$ cat src/rtl/udp_payload_packer_pkg.sv
// Shared types and constants for the UDP payload packer.
// The HDR state only exists when UDP_PAYLOAD_PACKER_SEQ_HDR_EN is defined.
package udp_pkg;

`ifdef UDP_PAYLOAD_PACKER_SEQ_HDR_EN
  typedef enum logic [2:0] {
    ST_IDLE  = 3'd0,
    ST_HDR   = 3'd1,
    ST_FETCH = 3'd2,
    ST_WAIT  = 3'd3,
    ST_SHIFT = 3'd4,
    ST_DONE  = 3'd5
  } state_e;
`else
  typedef enum logic [2:0] {
    ST_IDLE  = 3'd0,
    ST_FETCH = 3'd2,
    ST_WAIT  = 3'd3,
    ST_SHIFT = 3'd4,
    ST_DONE  = 3'd5
  } state_e;
`endif

  localparam int HDR_BYTES      = 4;
  localparam int BYTES_PER_WORD = 6;  // at the default 48-bit sample width

  function automatic int bytes_per_word(input int dw);
    return dw / 8;
  endfunction

endpackage

$ cat src/rtl/udp_payload_packer_word_serializer.sv
// Loads one FIFO word and presents it a byte at a time, MSB first.
module word_serializer
  import udp_pkg::*;
#(
  parameter int DATA_WIDTH = 48
) (
  input  logic                  clk,
  input  logic                  rst,
  input  logic                  load_i,
  input  logic [DATA_WIDTH-1:0] word_i,
  input  logic                  adv_i,
  output logic [7:0]            byte_o,
  output logic                  first_o,
  output logic                  last_o
);
  localparam int BPW = bytes_per_word(DATA_WIDTH);
  localparam int IW  = (BPW > 1) ? $clog2(BPW) : 1;

  logic [DATA_WIDTH-1:0] sr_q;
  logic [IW-1:0]         idx_q;

  assign byte_o  = sr_q[DATA_WIDTH-1 -: 8];
  assign first_o = (idx_q == '0);
  assign last_o  = (idx_q == IW'(BPW - 1));

  always_ff @(posedge clk or posedge rst) begin
    if (rst) begin
      sr_q  <= '0;
      idx_q <= '0;
    end else if (load_i) begin
      sr_q  <= word_i;
      idx_q <= '0;
    end else if (adv_i) begin
      sr_q  <= sr_q << 8;
      idx_q <= last_o ? '0 : idx_q + 1'b1;
    end
  end

endmodule

$ cat src/rtl/udp_payload_packer.sv
// Packs FIFO sample words into fixed-length UDP payload byte streams.
// Define UDP_PAYLOAD_PACKER_SEQ_HDR_EN to prefix each packet with a 4-byte seq_num.
module udp_payload_packer
  import udp_pkg::*;
#(
  parameter int DATA_WIDTH    = 48,
  parameter int WORDS_PER_PKT = 245,
  parameter int SEQ_WIDTH     = 32
) (
  input  logic                  clk,
  input  logic                  rst,
  input  logic [DATA_WIDTH-1:0] fifo_data,
  input  logic                  fifo_data_valid,
  input  logic                  fifo_empty,
  output logic                  fifo_rd,
  input  logic                  pkt_req,
  output logic [7:0]            byte_out,
  output logic                  byte_valid,
  input  logic                  byte_ready,
  output logic                  pkt_first,
  output logic                  pkt_last,
  output logic                  busy,
  output logic [SEQ_WIDTH-1:0]  seq_num
);
  localparam int WCW = $clog2(WORDS_PER_PKT + 1);

  state_e           state_q;
  logic [WCW-1:0]   wcnt_q;
  logic [SEQ_WIDTH-1:0] seq_q;

  logic       ser_load, ser_adv, ser_first, ser_last, last_word;
  logic [7:0] ser_byte;

  assign ser_load  = (state_q == ST_WAIT) && fifo_data_valid;
  assign ser_adv   = (state_q == ST_SHIFT) && byte_ready;
  assign last_word = (wcnt_q == WCW'(WORDS_PER_PKT - 1));

  word_serializer #(.DATA_WIDTH(DATA_WIDTH)) u_ser (
    .clk     (clk),
    .rst     (rst),
    .load_i  (ser_load),
    .word_i  (fifo_data),
    .adv_i   (ser_adv),
    .byte_o  (ser_byte),
    .first_o (ser_first),
    .last_o  (ser_last)
  );

  // Read strobe is combinational so the FIFO's one-cycle latency lines up with WAIT.
  assign fifo_rd = (state_q == ST_FETCH) && !fifo_empty;
  assign busy    = (state_q != ST_IDLE);
  assign seq_num = seq_q;

`ifdef UDP_PAYLOAD_PACKER_SEQ_HDR_EN
  logic [1:0]  hidx_q;
  logic [31:0] seq32;
  logic [7:0]  hdr_byte;

  assign seq32      = 32'(seq_q);
  assign hdr_byte   = seq32[8*(3 - hidx_q) +: 8];
  assign byte_valid = (state_q == ST_SHIFT) || (state_q == ST_HDR);
  assign byte_out   = (state_q == ST_HDR) ? hdr_byte : ser_byte;
  assign pkt_first  = (state_q == ST_HDR) && (hidx_q == 2'd0);
`else
  assign byte_valid = (state_q == ST_SHIFT);
  assign byte_out   = ser_byte;
  assign pkt_first  = (state_q == ST_SHIFT) && (wcnt_q == '0) && ser_first;
`endif
  assign pkt_last = (state_q == ST_SHIFT) && last_word && ser_last;

  always_ff @(posedge clk or posedge rst) begin
    if (rst) begin
      state_q <= ST_IDLE;
      wcnt_q  <= '0;
      seq_q   <= '0;
`ifdef UDP_PAYLOAD_PACKER_SEQ_HDR_EN
      hidx_q  <= '0;
`endif
    end else begin
      case (state_q)
        ST_IDLE:
          if (pkt_req && !fifo_empty) begin
`ifdef UDP_PAYLOAD_PACKER_SEQ_HDR_EN
            state_q <= ST_HDR;
`else
            state_q <= ST_FETCH;
`endif
          end
`ifdef UDP_PAYLOAD_PACKER_SEQ_HDR_EN
        ST_HDR:
          if (byte_ready) begin
            hidx_q <= hidx_q + 2'd1;  // wraps back to 0 for the next packet
            if (hidx_q == 2'd3) state_q <= ST_FETCH;
          end
`endif
        ST_FETCH:
          if (!fifo_empty) state_q <= ST_WAIT;
        ST_WAIT:
          state_q <= fifo_data_valid ? ST_SHIFT : ST_FETCH;
        ST_SHIFT:
          if (byte_ready && ser_last) begin
            wcnt_q  <= wcnt_q + 1'b1;
            state_q <= last_word ? ST_DONE : ST_FETCH;
          end
        ST_DONE: begin
          seq_q   <= seq_q + 1'b1;
          wcnt_q  <= '0;
          state_q <= ST_IDLE;
        end
        default:
          state_q <= ST_IDLE;
      endcase
    end
  end

endmodule

$ cat config.mk
export PLATFORM = sky130hd
export DESIGN_NAME = udp_payload_packer
export DESIGN_NICKNAME = d
export VERILOG_FILES = /design/src/rtl/udp_payload_packer_pkg.sv /design/src/rtl/udp_payload_packer_word_serializer.sv /design/src/rtl/udp_payload_packer.sv
export SDC_FILE = /design/constraint.sdc
export NUM_CORES = 1
export LEC_CHECK = 0
export CAP_MARGIN = 15
export CORE_MARGIN = 2
export CORE_UTILIZATION = 46
export CTS_CLUSTER_SIZE = 40
export DETAILED_ROUTE_END_ITERATION = 16
export PLACE_DENSITY = 0.84
export SYNTH_ARGS = -nofsm -noshare
export SYNTH_HDL_FRONTEND = slang
export SYNTH_SLANG_ARGS = --single-unit
$ cat constraint.sdc
create_clock -name clk -period 3.3 [get_ports clk]
set_input_delay 0.66 -clock clk [delete_from_list [all_inputs] [get_ports clk]]
set_output_delay 0.66 -clock clk [all_outputs]
set_load 0.02 [all_outputs]
# --- Word-level counts from Yosys, hierarchy flattened ---
# Cells that the tools add are included.
totals:
  register_bits: 94
  latch_bits: 0
  ram_bits: 0
  romBits: 0
  mem_count: 0
op_classes:
  addsub: 3
  mul: 0
  div: 0
  magnitude_cmp: 0
  eq_ne: 9
  shift: 0
  mux: 13
  n_bitwise: 0
  reduce_logical: 18
op_table:
  columns: ["operator", "count"]
  rows:
  - ["two-way mux 48 bit", 2]
  - ["adder 32 x 1 -> 32 bit, second input constant", 1]
  - ["two-way mux 3 bit", 8]
  - ["one-hot mux 8 bit (2 select lines)", 1]
  - ["one-hot mux 3 bit (4 select lines)", 1]
  - ["equality test 3 bit, second input constant", 3]
  - ["logical AND 1 bit", 9]
  - ["adder 8 x 1 -> 8 bit, second input constant", 1]
  - ["equality test 8 bit, second input constant", 1]
  - ["zero test 8 bit", 1]
  - ["two-way mux 8 bit", 1]
  - ["equality test 3 x 2 -> 1 bit, second input constant", 2]
  - ["zero test 3 bit", 2]
  - ["!= test 2 bit, second input constant", 2]
  - ["nonzero test 2 bit", 2]
  - ["adder 3 x 1 -> 3 bit, second input constant", 1]
  - ["AND reduction 3 bit", 1]
  - ["nonzero test 3 bit", 1]
  - ["!= test 2 x 1 -> 1 bit, second input constant", 1]
  - ["AND reduction 2 bit", 1]
  - ["zero test 1 bit", 1]

# --- Depth between registers and ports, before layout ---
depth:
  word_depth: 4
  ltp_mapped: 6

# --- Hierarchy ---
# Synthesis repeated with hierarchy kept, for this count alone.
unflattened:
  hier_cells: 435
  area_unflattened_um2: 4618.2
modules_own_cells:
  columns: ["module", "instances", "cells_each", "area_each_um2"]
  rows:
  - ["word_serializer", 1, 231, 2458.6]
  - ["udp_payload_packer", 1, 204, 2159.6]

# --- Least setup slack after synthesis ---
# OpenSTA, ideal clock, no wires.
synth_timing:
  path_kind: "reg2out"
  from: "reg wcnt_q[2]"
  to: "out pkt_first"
  arrival_ns: 1.702
  required_time_ns: 2.640
  slack_ns: 0.938
  path_stages_with_launch: 4
  n_path_buf: 1
  cell_sequence: "dfrtp_1 clkbuf_1 or4_1 nor4_1"
synth_via:
  elab_chain_cells: 3
synth_lines:
  columns: ["element", "line_no", "text"]
  rows:
  - ["start: declaration", "udp_payload_packer.sv:28", "logic [WCW-1:0] wcnt_q;"]
  - ["start signal: assignment", "udp_payload_packer.sv:102", "wcnt_q <= wcnt_q + 1'b1;"]
  - ["zero test 8 bit", "udp_payload_packer.sv:67", "assign pkt_first = (state_q == ST_SHIFT) && (wcnt_q == '0) && ser_first;"]
  - ["logical AND 1 bit (2 in a row)", "udp_payload_packer.sv:67", null]
  - ["end: declaration", "udp_payload_packer.sv:20", "output logic pkt_first,"]
# Every way passes these cells.

# --- Final worst setup path ---
# Same ends and word-level chain as after synthesis.

==> results.md <==
* Status: finished, final reports clean
* Initial core utilization at 47.6%
* Synth Instances at 485
* Core area at a little over 9000 µm²
* Worst-path cell chain: or4_1, nor4_1, clkdlybuf4s50_1
* Largest net degree at the start of global routing at 89
* Routed WL at about 9700 µm
* Top Family by Delay on Critical Path: simple AND/OR/NAND/NOR gates
* Crit path max fanout at 7
* WP data arrival at 2.36 ns
* GRT Residual Overflow at 0
* Post-Route Setup TNS at 0 ns
* Crit path buf inv count at 1
* Power Density at 590 nW/µm²
* Vias per cell at 5.29
* Seq/Total Area, Yosys at a little over half
* Worst vdd ir at about 0.34 mV
* Post-synth EDFFs at 0
* Final hold violation count at 0
* Yosys warnings at 0
* Switch Pwr at roughly 0.0011 W
* Nets at about 620
* Met1 usage at about 25%
* Fin crit share at around nine tenths
* Fin cells at ~700
* Switching Fraction at between 30% and 40%
* GR Util met3 at approximately 2.7%
* CTS Buf Count at 9
* Worst-path clk slew at 0.09 ns
* Flop pwr share at 49.9%
* Gr busiest metal: met2
* Final worst setup slack at 0.280 ns
* CP max stage cell: clkdlybuf4s50_1
* Fin Clk Skew at approximately 0.0095 ns
* Post-synth top flop: dfrtp_1
* Die height at approximately 100 µm
* DP HPWL at 6850 µm
* P&R area growth vs syn at 29.2%
* # setup viols final at 0
* RSZ-0062 raised after global routing: false
* Vias in the first global route at roughly 3.6k
* CTS tree: built
* Skew-Pair Late Insertion Delay at around 0.35 ns
* Yosys reg bits at 94
* CP required at around 2.6 ns
* Combinational share of power at around 28%
* WL/cell at around 14 µm
* CTS Buffer Depth at 2
* H-tree depth at 3
* Startpoint types: flip-flop
* Fin. max-slew vios at 0
* Post-Syn Area at 4420 µm²
* Full die area at ~10000 µm²
* Final core occ at around three fifths
* Dpl ws at between 0.4 and 0.5 ns
* Placer Congestion at 0.828
* Initial detailed-routing violation count at approximately 140
* Internal power at approximately 0.0023 W
* Clock Sinks at 94
* Worst-Margin Slew at 0.911 ns
* # placed instances at 683
* Syn_area_per_cell at ~9 µm²
* Post-synth ARST share at 100%
* Number of antenna violations at the first check in global routing at 0
* CTS Root Cell: clkbuf_8
* Port bufs at between 90 and 100
* Die width at 102 µm
* DRT antenna net count at 0
* Syn nets at about 540
* Drt pass-1 iters at 4
* CP endpoint kind: primary output
* Residual DRC count at 0
* Global Route Usage Sum at 19.1%
* Vias at ~3.7k
* Hold Path Class: reg -> reg
* LEAKAGE at about 2.5 nW
* Critical path class: reg -> out
* Netlist cell types at 40
* Ant. Diodes at 0
* Slew Limit Headroom at between 30% and 40%
* Max-cap violations at 0
* Max incr delay on CP at 0.67 ns
* Fmax at around 330 MHz
* First-pass GRT wire length at 16100 µm
* Rows at 35
* Layout cell share with drive strength beyond 1 at 5.44%
* Ports at 99
* Met2 usage at between 30 and 40%
* Total power at 0.00337 W
* Clock share of power at between 20 and 25%
* Tmin final at between 3 and 4 ns
## cells in the final DEF (no fill, tap or decap), types with 2 or more instances in the layout
cell             instances
xor2_1                   3
ha_1                     3
nor4_1                   5
a31oi_1                 40
nand2_1                113
nand3_1                 26
nor2_1                  58
buf_12                   2
clkbuf_8                 9
nor3_1                   4
dfrtp_1                 93
and3_1                   9
clkdlybuf4s50_1         97
or3_1                    2
a21oi_1                  5
and4_1                   4
and3b_1                  2
nor4_2                   2
inv_1                    7
nand4_1                 13
nand2b_1                 4
inv_6                    2
buf_4                    5
xnor2_1                 36
## metal layers
metal	vias to the layer above	share of wire (%)
li1	1796	-
met1	1797	46
met2	93	49
met3	10	4.2
met4	0	0.95
met5	-	0
## cells by family after synthesis
family          synth area share [%]
simple gates                    26.7
flops                           53.2
compound gates                  6.76
buf+inv                         4.56
xor+xnor                        7.73
fa+ha+maj                      0.849
mux                            0.226
## area by class of cell
type	count	area, µm²
fill	793	3570
sequential	94	2350
multi-input combinational	347	1910
timing repair buffer	105	1060
tap	129	161
clock buffer	10	128
clock inverter	6	68.8
inverter	8	32.5
## timing repair
action / in CTS / in global routing
hold buffers: 0 / 0
resized for setup: 0 / 2
setup buffers: 0 / 0
endpoints found under the setup margin: 0 / 1
## worst paths after layout
kind                                       end  slack, ns  cells after the start        start
worst max-delay path                 pkt_first       0.28                      3    wcnt_q[2]
worst min-delay path               seq_num[31]       0.49                      1  seq_num[31]
worst max register to register     seq_num[26]       1.12                      4   state_q[1]
worst min register to register     seq_num[31]       0.49                      1  seq_num[31]
max in group asynchronous       u_ser.sr_q[27]       1.90                      3          rst
min in group asynchronous           seq_num[6]       0.74                      2          rst
## power by group through the flow
stage,combinational (W),sequential [W],clock (W)
floorplan,0.000683,0.00164,0
global placement,0.000906,0.00168,0
detailed placement,0.000941,0.00170,0
CTS,0.000946,0.00168,0.000787
global route,0.00105,0.00173,0.000827
finish,0.000931,0.00168,0.000757
## registers in the layout, summed over array words and instances, names as in the netlist
signal,count
u_ser.sr_q,48
seq_num,32
wcnt_q,8
state_q,3
u_ser.idx_q,3
## cell usage after synthesis, types with 5 or more instances
master,n,area (µm²)
inv_1,8,30.0
nand2_1,113,424
dfrtp_1,94,2350
nor4_1,6,37.5
clkbuf_1,22,82.6
nor2_1,58,218
xnor2_1,36,315
nand3_1,27,135
nand4_1,13,81.3
a21oi_1,5,25.0
and3_1,9,56.3
buf_4,9,67.6
a31oi_1,40,250
## stage by stage
stage / instance area [µm²] / hold WS (ns)
CTS: 5710 / 0.496
global placement: 5510 / 0.460
floorplan: 4420 / 0.466
detailed placement: 5510 / 0.481
finish: 5710 / 0.493
global route: 5710 / 0.522
## worst register-to-register path, cell delays in order (launching register included)
cell and delay [ns]:
dfrtp_1 0.49, nand3b_2 0.35, nor4_2 0.85, nand3_1 0.20, xnor2_1 0.18
(Power assumes the default switching activity.)
